<file path="src/rtl/shift_register_n_if.sv">
// Bundles the control, data and status signals of the multi-step shift register.
// Carries no logic, so it adds no latency.
// Carries no flow control; Busy and Done report progress to the master side.
interface shift_register_n_if #(
   parameter int WIDTH = 8,
   parameter int AMT_W = 4
) ();
   logic [WIDTH-1:0] DATA_IN;
   logic             ParallelLoadn;
   logic [2:0]       Mode;
   logic             Start;
   logic [AMT_W-1:0] Amount;
   logic             SerialIn;
   logic [WIDTH-1:0] Q_out;
   logic             SerialOut;
   logic             Busy;
   logic             Done;

   // Requester side: drives requests and observes the register.
   modport master (
      output DATA_IN, ParallelLoadn, Mode, Start, Amount, SerialIn,
      input  Q_out, SerialOut, Busy, Done
   );

   // Shift register side.
   modport slave (
      input  DATA_IN, ParallelLoadn, Mode, Start, Amount, SerialIn,
      output Q_out, SerialOut, Busy, Done
   );
endinterface

</file>
<file path="src/rtl/shift_register_n.sv">
// Shift/rotate register that performs N single-bit steps per Start request.
// Latency: a load takes 1 edge; a shift takes N edges after acceptance, and Done follows the last edge.
// Backpressure: requests are ignored while Busy; a held Start is taken again once the block is idle.
module shift_register_n #(
   parameter int WIDTH = 8,
   parameter int AMT_W = 4
) (
   input  logic              clock,
   input  logic              reset,
   shift_register_n_if.slave bus
);

   typedef enum logic {
      IDLE  = 1'b0,
      SHIFT = 1'b1
   } state_t;

   state_t           r_state;
   logic [WIDTH-1:0] r_q;
   logic             r_sout;
   logic             r_done;
   logic [AMT_W-1:0] r_cnt;
   logic [2:0]       r_mode;

   state_t           w_state_nxt;
   logic [WIDTH-1:0] w_q_nxt;
   logic             w_sout_nxt;
   logic             w_done_nxt;
   logic [AMT_W-1:0] w_cnt_nxt;
   logic [2:0]       w_mode_nxt;

   logic [WIDTH-1:0] w_step_q;
   logic             w_step_bit;
   logic             w_step_vld;

   // Result of one step in the latched mode; undefined modes leave Q and SerialOut alone.
   always_comb begin
      w_step_q   = r_q;
      w_step_bit = r_sout;
      w_step_vld = 1'b1;
      case (r_mode)
         3'b000: begin
            w_step_q   = {bus.SerialIn, r_q[WIDTH-1:1]};
            w_step_bit = r_q[0];
         end
         3'b001: begin
            w_step_q   = {r_q[WIDTH-1], r_q[WIDTH-1:1]};
            w_step_bit = r_q[0];
         end
         3'b010: begin
            w_step_q   = {r_q[0], r_q[WIDTH-1:1]};
            w_step_bit = r_q[0];
         end
         3'b011: begin
            w_step_q   = {r_q[WIDTH-2:0], bus.SerialIn};
            w_step_bit = r_q[WIDTH-1];
         end
         3'b100: begin
            w_step_q   = {r_q[WIDTH-2:0], r_q[WIDTH-1]};
            w_step_bit = r_q[WIDTH-1];
         end
         default: begin
            w_step_vld = 1'b0;
         end
      endcase
   end

   // Next-state and next-register decisions; requests are only looked at in IDLE.
   always_comb begin
      w_state_nxt = r_state;
      w_q_nxt     = r_q;
      w_sout_nxt  = r_sout;
      w_done_nxt  = 1'b0;
      w_cnt_nxt   = r_cnt;
      w_mode_nxt  = r_mode;
      case (r_state)
         IDLE: begin
            if (!bus.ParallelLoadn) begin
               // Load wins over a simultaneous Start.
               w_q_nxt = bus.DATA_IN;
            end else if (bus.Start) begin
               if (bus.Amount == '0) begin
                  w_done_nxt = 1'b1;
               end else begin
                  w_mode_nxt  = bus.Mode;
                  w_cnt_nxt   = bus.Amount;
                  w_state_nxt = SHIFT;
               end
            end
         end
         SHIFT: begin
            if (w_step_vld) begin
               w_q_nxt    = w_step_q;
               w_sout_nxt = w_step_bit;
            end
            w_cnt_nxt = r_cnt - AMT_W'(1);
            if (r_cnt == AMT_W'(1)) begin
               w_state_nxt = IDLE;
               w_done_nxt  = 1'b1;
            end
         end
         default: begin
            w_state_nxt = IDLE;
         end
      endcase
   end

   // State register; reset aborts any operation in flight.
   always_ff @(posedge clock or negedge reset) begin
      if (!reset) begin
         r_state <= IDLE;
      end else begin
         r_state <= w_state_nxt;
      end
   end

   // Datapath and status registers.
   always_ff @(posedge clock or negedge reset) begin
      if (!reset) begin
         r_q    <= '0;
         r_sout <= 1'b0;
         r_done <= 1'b0;
         r_cnt  <= '0;
         r_mode <= 3'b000;
      end else begin
         r_q    <= w_q_nxt;
         r_sout <= w_sout_nxt;
         r_done <= w_done_nxt;
         r_cnt  <= w_cnt_nxt;
         r_mode <= w_mode_nxt;
      end
   end

   assign bus.Q_out     = r_q;
   assign bus.SerialOut = r_sout;
   assign bus.Busy      = (r_state == SHIFT);
   assign bus.Done      = r_done;

endmodule

</file>
<file path="src/flat_wrapper.sv">
// flat-port wrapper written by rule: the top's interface ports become plain ports
module shift_register_n_flat 
#(
   parameter int WIDTH = 8,
   parameter int AMT_W = 4
)
  (clock, reset, bus_DATA_IN, bus_ParallelLoadn, bus_Mode, bus_Start, bus_Amount, bus_SerialIn, bus_Q_out, bus_SerialOut, bus_Busy, bus_Done);
  shift_register_n_if #(.WIDTH(WIDTH), .AMT_W(AMT_W)) bus_i ();
  input  logic clock;
  input  logic reset;
  input wire logic [$bits(bus_i.DATA_IN)-1:0] bus_DATA_IN;
  input wire logic [$bits(bus_i.ParallelLoadn)-1:0] bus_ParallelLoadn;
  input wire logic [$bits(bus_i.Mode)-1:0] bus_Mode;
  input wire logic [$bits(bus_i.Start)-1:0] bus_Start;
  input wire logic [$bits(bus_i.Amount)-1:0] bus_Amount;
  input wire logic [$bits(bus_i.SerialIn)-1:0] bus_SerialIn;
  output wire logic [$bits(bus_i.Q_out)-1:0] bus_Q_out;
  output wire logic [$bits(bus_i.SerialOut)-1:0] bus_SerialOut;
  output wire logic [$bits(bus_i.Busy)-1:0] bus_Busy;
  output wire logic [$bits(bus_i.Done)-1:0] bus_Done;
  assign bus_i.DATA_IN = bus_DATA_IN;
  assign bus_i.ParallelLoadn = bus_ParallelLoadn;
  assign bus_i.Mode = bus_Mode;
  assign bus_i.Start = bus_Start;
  assign bus_i.Amount = bus_Amount;
  assign bus_i.SerialIn = bus_SerialIn;
  assign bus_Q_out = bus_i.Q_out;
  assign bus_SerialOut = bus_i.SerialOut;
  assign bus_Busy = bus_i.Busy;
  assign bus_Done = bus_i.Done;
  shift_register_n #(.WIDTH(WIDTH), .AMT_W(AMT_W)) u_core (.clock(clock), .reset(reset), .bus(bus_i));
endmodule
</file>
<file path="config.mk">
export PLATFORM = sky130hd
export DESIGN_NAME = shift_register_n_flat
export DESIGN_NICKNAME = d
export VERILOG_FILES = /design/src/rtl/shift_register_n_if.sv /design/src/rtl/shift_register_n.sv /design/src/flat_wrapper.sv
export SDC_FILE = /design/constraint.sdc
export NUM_CORES = 1
export LEC_CHECK = 0
export ABC_AREA = 1
export BUFFER_PORTS_ARGS = -buffer_cell sky130_fd_sc_hd__buf_4
export CORE_MARGIN = 4
export CORE_UTILIZATION = 40
export CTS_BUF_LIST = sky130_fd_sc_hd__clkbuf_16
export CTS_CLUSTER_DIAMETER = 60
export CTS_CLUSTER_SIZE = 25
export DETAILED_ROUTE_END_ITERATION = 12
export PLACE_DENSITY_LB_ADDON = 0.2
export SYNTH_ARGS = -nofsm -noshare
export SYNTH_HDL_FRONTEND = slang
export SYNTH_SLANG_ARGS = --single-unit
</file>
<file path="constraint.sdc">
create_clock -name clock -period 1.1 [get_ports clock]
set_input_delay 0.055 -clock clock [delete_from_list [all_inputs] [get_ports clock]]
set_output_delay 0.055 -clock clock [all_outputs]
set_load 0.1 [all_outputs]
</file>
---- After elaboration in Yosys (flattened, before gate mapping) ----
Index checks and enable logic that the tools add are counted.
word-level totals
  register bits after elaboration ......... 18
  input bits .............................. 20
  logic and storage cells ................. 54
cells by class
  $add $sub $neg .......................... 1
  eq/ne operators ......................... 13
  multiplexer cells ....................... 20
  bitwise operators ....................... 2
  reduce and logical (&&, ||, !) cells .... 11
operators by type and width
  operator               count
  $pmux W8 S5            1
  $mux W8                2
  $pmux W8 S2            1
  $mux W4                3
  $ne A2 B2 Y1 const B   6
  $mux W1                9
  $reduce_and A3 Y1      3
  $pmux W4 S2            1
  $reduce_and A4 Y1      2
  $eq A3 B2 Y1 const B   2
  $ne A6 B6 Y1 const B   1
  $pmux W1 S2            3
  $ne A5 B5 Y1 const B   1
  $reduce_or A5 Y1       1
  $eq A4 B1 Y1 const B   1
  $logic_not A4 Y1       1
  $sub A4 B1 Y4 const B  1
  $eq A3 B1 Y1 const B   1
  $eq A3 B3 Y1 const B   1
  $logic_not A3 Y1       1
  $reduce_or A3 Y1       1
  $not A1 Y1             2
  $reduce_bool A2 Y1     1
  $reduce_or A2 Y1       1

---- Depth between registers and ports, before layout ----
Gate-level depths: netlist of run 1.
  depth after elaboration ................. 5
  depth in mapped cells ................... 8

---- Least setup slack after synthesis of run 1 ----
OpenSTA, ideal clock, no wires.
  path type ............................... reg-to-reg
  start ................................... register u_core.r_state, in the netlist u_core.bus.Busy
  end ..................................... register u_core.r_q[1], in the netlist u_core.bus.Q_out[1]
  arrival time ............................ 1.667 ns
  required time ........................... 0.980 ns
  path slack .............................. -0.687 ns
  stages on the path, launching flop included .. 6
  period minus slack after synthesis ...... 1.787 ns
  cell sequence ........................... dfrtp_1 -> buf_2 -> buf_2 -> nand3_1 -> nand2_1 -> nand2_1
on the way
  word-level cells in the longest chain between the ends .. 3
ends and longest elaborated chain
  element                             line                     source
  from (decl)                         shift_register_n.sv:18   state_t r_state;
  from (signal assigned)              shift_register_n.sv:113  r_state <= w_state_nxt;
  $not A1 Y1 (no source line)         --
  $ne A2 B2 Y1 (no source line)       --
  $reduce_and A3 Y1 (no source line)  --
  to (signal assigned)                shift_register_n.sv:126  r_q <= w_q_nxt;
  to (decl)                           shift_register_n.sv:19   logic [WIDTH-1:0] r_q;
Parallel ways exist; a longest one is shown, timed or not.
A chain may end at the register's enable or synchronous reset.

---- Worst setup path in the final report of run 1 ----
  start ................................... register u_core.r_mode[1]
  end ..................................... register u_core.r_sout, in the netlist u_core.bus.SerialOut
on the way
  word-level cells in the longest chain between the ends .. 4
ends and longest elaborated chain
  element                                                          line                     source
  from (decl)                                                      shift_register_n.sv:23   logic [2:0] r_mode;
  from (signal assigned)                                           shift_register_n.sv:130  r_mode <= w_mode_nxt;
  $eq A3 B1 Y1, or another cell as far along                       shift_register_n.sv:41   case (r_mode)
  $reduce_or A5 Y1 (no source line), or another cell as far along  --
  $mux W1 / $reduce_bool A2 Y1 (equally long branches)             --
  $reduce_and A3 Y1 (no source line)                               --
  to (signal assigned)                                             shift_register_n.sv:127  r_sout <= w_sout_nxt;
  to (decl)                                                        shift_register_n.sv:20   logic r_sout;
Parallel ways exist; a longest one is shown, timed or not.

==> out/metrics.csv, run 1 <==
stage,metric,value,unit
grt,antenna_found_initial,0,
route,post_drt_via_cell_ratio,5.24,
die,num_rows,18,
timing,setup_viol,10,
synth,syn-cell-area,1100,µm²
finish,num_antenna_cells,0,
route,wl_per_cell,13.0,µm
route,vias,1253,
synth,async_flop_share,1.00,
critical_path,endpoint_kind,register,
synth,ys_warn_count,0,
synth,synth_most_common_cell,nand2_1,
timing,rsz0062_at_grt,yes,
die,start_util,0.432,
die,die_y,60.4,µm
synth,ys_seq_area_frac,0.410,
min_path,hold_start,bus_Mode[2],
timing,clock.fmax,0.833,GHz
timing,finalMaxSlewViolations,0,
route,dr.first_iter.drc_count,53,
grt,grt_pass1_wl,5220,µm
critical_path,start_kind,register,
route,drt_wl_total,3100,µm
die,ios,31,
synth,synth_edf_count,0,
critical_path,crit_path_max_fanout,9,
timing,worstMarginPinSlew,0.320,ns
critical_path,crit_type,register to register,
outcome,violations,negative setup slack,
grt,grt_max_degree,19,
synth,synthTopCellsByArea,"dfrtp_1 (41%), nand2_1 (17%), nand3_1 (11%)",
clock_network,cts_tree,built,
finish,areaGrowthSynthToFinish,54.4,%
critical_path,critPathArrivalTime,1.34,ns
clock_network,cts_buffers,3,
synth,syn_nets,181,
synth,synth-main-ff-cell,dfrtp_1,
clock_network,cts_sinks,18,
placed_design,routabilityCongestion,0.834,
timing,slew_headroom,0.786,
timing,hold_viol,0,
route,drcViolationCount,0,
timing,fin_crit_sh,1.09,
finish,layout-drive-gt1-share,0.378,
min_path,worstHoldPathType,input pin to register,
clock_network,clk_pin_slew,0.06,ns
synth,yosys.cell_types.count,19,
placed_design,dp_hpwl,2230,µm
synth,syn_area_per_cell,6.91,µm²
die,die_area,3650,µm²
clock_network,cts_max_level,1,
synth,synth_commonest_cells,"nand2_1 (51), nand3_1 (25), dfrtp_1 (18)",
grt,overflow,0,
finish,fillCellCount,213,
route,drtAntennaViolNets,0,
min_path,whs_path_depth,3,
die,core-area,2540,µm²
critical_path,r2r_cells,6,
clock_network,ctsRootBufferMaster,clkbuf_16,
critical_path,required,1.24,ns
route,detail_route.first_pass.iterations,5,
critical_path,startpoint,u_core.r_mode[1]$_DFFE_PN0P_,
job,maxCapViolCount,0,
outcome,status,finished with violations,
timing,worst_slack,-0.101,ns
clock_network,cts_buffer_depth,2,
finish,nets,232,
timing,tns,-0.721,ns
placed_design,numPortBuffers,30,
clock_network,worstSkewPairLatency,0.25,ns
die,die_w,60.4,µm
synth,synth_seq_cells,18,
synth,syn_inst,159,
timing,skew,0.00521,ns
grt,globalRouteTotalUtil,0.188,
synth,post-synth-top-area-cell,dfrtp_1,
synth,synth_top_area_frac,0.410,
grt,grt_pass1_vias,1179,
critical_path,timing.rr.start,u_core.r_mode[1]$_DFFE_PN0P_,
timing,period_needed,1.20,ns
kinds of logic after synthesis:
group                    synth area share
flip-flops                          0.410
buffers and inverters              0.0672
AND/OR/NAND/NOR                     0.401
AO/OA/AOI/OAI                      0.0991
adder cells (fa/ha/maj)            0.0228
registers in the layout, summed over array words and instances (netlist names):
| name | flops |
|---|---|
| u_core.bus.Q_out | 8 |
| u_core.r_cnt | 4 |
| u_core.r_mode | 3 |
| u_core.bus.Busy | 1 |
| u_core.bus.Done | 1 |
| u_core.bus.SerialOut | 1 |
layout by cell type, fill, tap and decap left out, drive strengths merged:
| cell | count |
|---|---|
| and2 | 1 |
| nor2 | 17 |
| a21oi | 4 |
| dfrtp | 18 |
| inv | 18 |
| o21ai | 14 |
| nand2 | 54 |
| nand4 | 3 |
| buf | 45 |
| o31ai | 1 |
| ha | 2 |
| o21bai | 1 |
| dlygate4sd3 | 1 |
| nand3 | 27 |
| clkbuf | 3 |
worst max-delay path: stages (launching register included):
cell and delay (ns):
dfrtp_2 0.45, nor2_4 0.19, nand2_4 0.12, nand2_4 0.12, a21oi_1 0.06, o21ai_0 0.08, nand2_1 0.06
worst paths after layout:
kind | end | slack (ns)
min reg2reg | u_core.bus.SerialOut$_DFFE_PN0P_ | 0.48
max | u_core.bus.SerialOut$_DFFE_PN0P_ | -0.10
max in group asynchronous | u_core.bus.Busy$_DFF_PN0_ | 0.67
min | u_core.r_mode[2]$_DFFE_PN0P_ | 0.02
max reg2reg | u_core.bus.SerialOut$_DFFE_PN0P_ | -0.10
min in group asynchronous | u_core.bus.Busy$_DFF_PN0_ | 0.21
through the flow:
| step | hold WS (ns) | setup WS, ns | utilization | instances | instance area [µm²] |
|---|---|---|---|---|---|
| 3_5_place_dp | -0.0562 | -0.0982 | 0.599 | 231 | 1530 |
| 5_1_grt | 0.0432 | -0.163 | 0.667 | 239 | 1700 |
| 6_report | 0.0157 | -0.101 | 0.667 | 239 | 1700 |
| 4_1_cts | 0.0179 | -0.0871 | 0.649 | 238 | 1650 |
| 2_1_floorplan | -0.241 | -0.143 | - | 159 | 1150 |
| 3_3_place_gp | -0.0616 | -0.0654 | 0.599 | 231 | 1530 |
cell type report:
class	instances	area, µm²	area share
inverter	17	68.8	0.0406
multi-input combinational	124	654	0.386
sequential	18	469	0.277
clock inverter	1	3.75	0.00221
tap	30	37.5	0.0221
clock buffer	3	75.1	0.0442
timing repair buffer	46	388	0.229
what timing repair did:
| item | 4_1_cts | 5_1_grt |
|---|---|---|
| gates cloned | 1 | 1 |
| gates resized for setup | 8 | 13 |
| hold buffers | 1 | 0 |
| setup endpoints to repair | 16 | 18 |
| pin swaps | 2 | 5 |
| endpoints found under the hold margin | 18 | 0 |
| setup buffers | 1 | 0 |
per-layer routing:
| layer | global-route usage | wire (µm) | part of all wire | vias up |
|---|---|---|---|---|
| met3 | 0.0340 | 185 | 0.060 | 2 |
| li1 | - | - | - | 625 |
| met2 | 0.307 | 1560 | 0.50 | 36 |
| met5 | 0 | 0 | 0 | - |
| met4 | 0.0475 | 18 | 0.0058 | 0 |
| met1 | 0.258 | 1340 | 0.43 | 590 |
Power of run 1 is left out: the tool's default activity adds up to more than one toggle a clock period on the data nets, which glitch-free logic cannot reach.
==> run 2: changes to the inputs <==
Settings changed: TNS_END_PERCENT set to 10.
==> out/metrics.csv, run 2 (same netlist as run 1, synthesis figures left out) <==
stage,metric,value,unit,change
outcome,status,finished with violations,,
outcome,violations,negative setup slack,,
clock_network,cts_tree,built,,
clock_network,cts_buffer_depth,2,,unchanged
clock_network,ctsRootBufferMaster,clkbuf_16,,
grt,grt_max_degree,19,,unchanged
finish,layout-drive-gt1-share,0.361,,-0.0170
die,die_y,60.4,µm,unchanged
timing,finalMaxSlewViolations,0,,unchanged
clock_network,cts_max_level,1,,unchanged
critical_path,cp_top_family,flip-flops,,
clock_network,post_cts_buffers,0,,-1
grt,grt_pass1_wl,4860,µm,-7.0%
critical_path,cp_cell_sequence,inv_4 > nand2_1 > nand2_4 > nor2_1 > o21ai_1 > nand2_1,,
timing,fin_crit_sh,1.10,,+0.00811
grt,grt_pass1_vias,1134,,-3.8%
job,maxCapViolCount,0,,unchanged
clock_network,cts_buffers,3,,unchanged
timing,clock.fmax,0.827,GHz,-0.74%
finish,mostFrequentLayoutCells,"nand2_1 (51), buf_4 (38), nand3_1 (22)",,
grt,overflow,0,,unchanged
route,post_drt_via_cell_ratio,5.20,,-0.81%
grt,globalRouteTotalUtil,0.174,,-0.0144
die,core-area,2540,µm²,unchanged
critical_path,start_kind,register,,
critical_path,cp_num_buf_inv,1,,+1
critical_path,cp_common_cell,nand2_1,,
route,wl_per_cell,12.8,µm,-1.3%
grt,antenna_found_initial,0,,unchanged
route,vias,1222,,-2.5%
finish,final_common_cell,nand2_1,,
critical_path,cpPeakStageDelay,0.54,ns,+0.09 ns
finish,largest_register_ffs,8,,unchanged
route,drt_wl_total,3010,µm,-2.9%
timing,whs,0.0217,ns,+0.00597 ns
critical_path,required,1.23,ns,about the same
die,ios,31,,unchanged
timing,worst_slack,-0.110,ns,-0.00892 ns
route,drtAntennaViolNets,0,,unchanged
die,die_w,60.4,µm,unchanged
timing,rsz0062_at_grt,yes,,
die,start_util,0.432,,unchanged
finish,num_antenna_cells,0,,unchanged
finish,fillCellCount,208,,-2.3%
min_path,worstHoldPathType,input pin to register,,
timing,period_needed,1.21,ns,+0.00892 ns
critical_path,slowest_stage,dfrtp_4,,
route,drcViolationCount,0,,unchanged
placed_design,place_ws,-0.184,ns,-0.0854 ns
clock_network,cts_sinks,18,,unchanged
timing,hold_viol,0,,unchanged
timing,skew,0.00190,ns,-0.00331 ns
critical_path,endpoint_kind,register,,
finish,nets,228,,-1.7%
route,detail_route.first_pass.iterations,4,,-1
die,num_rows,18,,unchanged
placed_design,numPortBuffers,30,,unchanged
timing,worstMarginPinSlew,0.268,ns,-0.0521 ns
critical_path,critPathArrivalTime,1.34,ns,about the same
clock_network,worstSkewPairLatency,0.25,ns,about the same
die,die_area,3650,µm²,unchanged
clock_network,clk_pin_slew,0.05,ns,about the same
timing,slew_headroom,0.820,,+0.0337
route,dr.first_iter.drc_count,59,,+11%
finish,areaGrowthSynthToFinish,48.7,%,
timing,setup_viol,11,,+1
placed_design,dp_hpwl,2160,µm,-3.3%
critical_path,crit_path_max_fanout,7,,-2
critical_path,crit_type,register to register,,
placed_design,routabilityCongestion,0.856,,+2.7%
==> run 2: changes by cell type in the layout (fill, tap and decap cells not counted), moves of 2 or more <==
| cell | previous run | this run |
|---|---|---|
| dfrtp_2 | 12 | 10 |
| buf_4 | 40 | 38 |
| inv_1 | 15 | 12 |
| dfrtp_1 | 5 | 7 |
| inv_2 | 1 | 4 |
==> run 2: worst paths after layout <==
| check | slack (ns) | from | to | depth (start not counted) |
|---|---|---|---|---|
| worst min register to register | 0.48 | u_core.bus.SerialOut$_DFFE_PN0P_ | u_core.bus.SerialOut$_DFFE_PN0P_ | 2 |
| min in group asynchronous | 0.21 | reset | u_core.r_mode[2]$_DFFE_PN0P_ | 2 |
| max in group asynchronous | 0.66 | reset | u_core.bus.Busy$_DFF_PN0_ | 2 |
| worst min-delay path | 0.02 | bus_Mode[2] | u_core.r_mode[2]$_DFFE_PN0P_ | 3 |
| worst max-delay path | -0.11 | u_core.bus.Busy$_DFF_PN0_ | u_core.bus.Q_out[0]$_DFFE_PN0P_ | 6 |
| worst max register to register | -0.11 | u_core.bus.Busy$_DFF_PN0_ | u_core.bus.Q_out[0]$_DFFE_PN0P_ | 6 |
==> run 2: final cells by class <==
class,count,area (µm²),share of cell area
Timing Repair Buffer,43,349,0.214
Inverter,17,66.3,0.0406
Sequential cell,18,467,0.286
Clock buffer,3,75.1,0.0459
Multi-Input combinational cell,123,636,0.389
Tap cell,30,37.5,0.0230
Clock inverter,1,3.75,0.00230
==> run 2: what timing repair did <==
item,in CTS,in global routing
gates cloned,0,1
hold endpoints to repair,18,0
pin swaps,8,5
gates resized for setup,18,11
hold buffers,1,0
setup endpoints to repair,16,19
==> run 2: worst min-delay path: stages <==
cell and delay (ns):
buf_4 0.08, nand2_1 0.04, o21ai_0 0.06
==> run 2: stage by stage <==
stage | instances | cell area (µm²) | TNS [ns] | utilization
floorplan | 159 | 1130 | -1.92 | -
global placement | 229 | 1460 | -0.831 | 0.575
detailed placement | 229 | 1460 | -1.22 | 0.575
CTS | 234 | 1600 | -0.772 | 0.629
global route | 235 | 1630 | -1.66 | 0.642
finish | 235 | 1630 | -0.839 | 0.642
==> run 2: per-layer routing <==
metal,up-vias,global-route usage,wire [µm]
met5,-,0,0
met4,0,0.0506,18
met3,2,0.0277,159
met2,31,0.278,1410
met1,574,0.243,1420
li1,615,-,-
Power of run 2 is left out for the same reason.
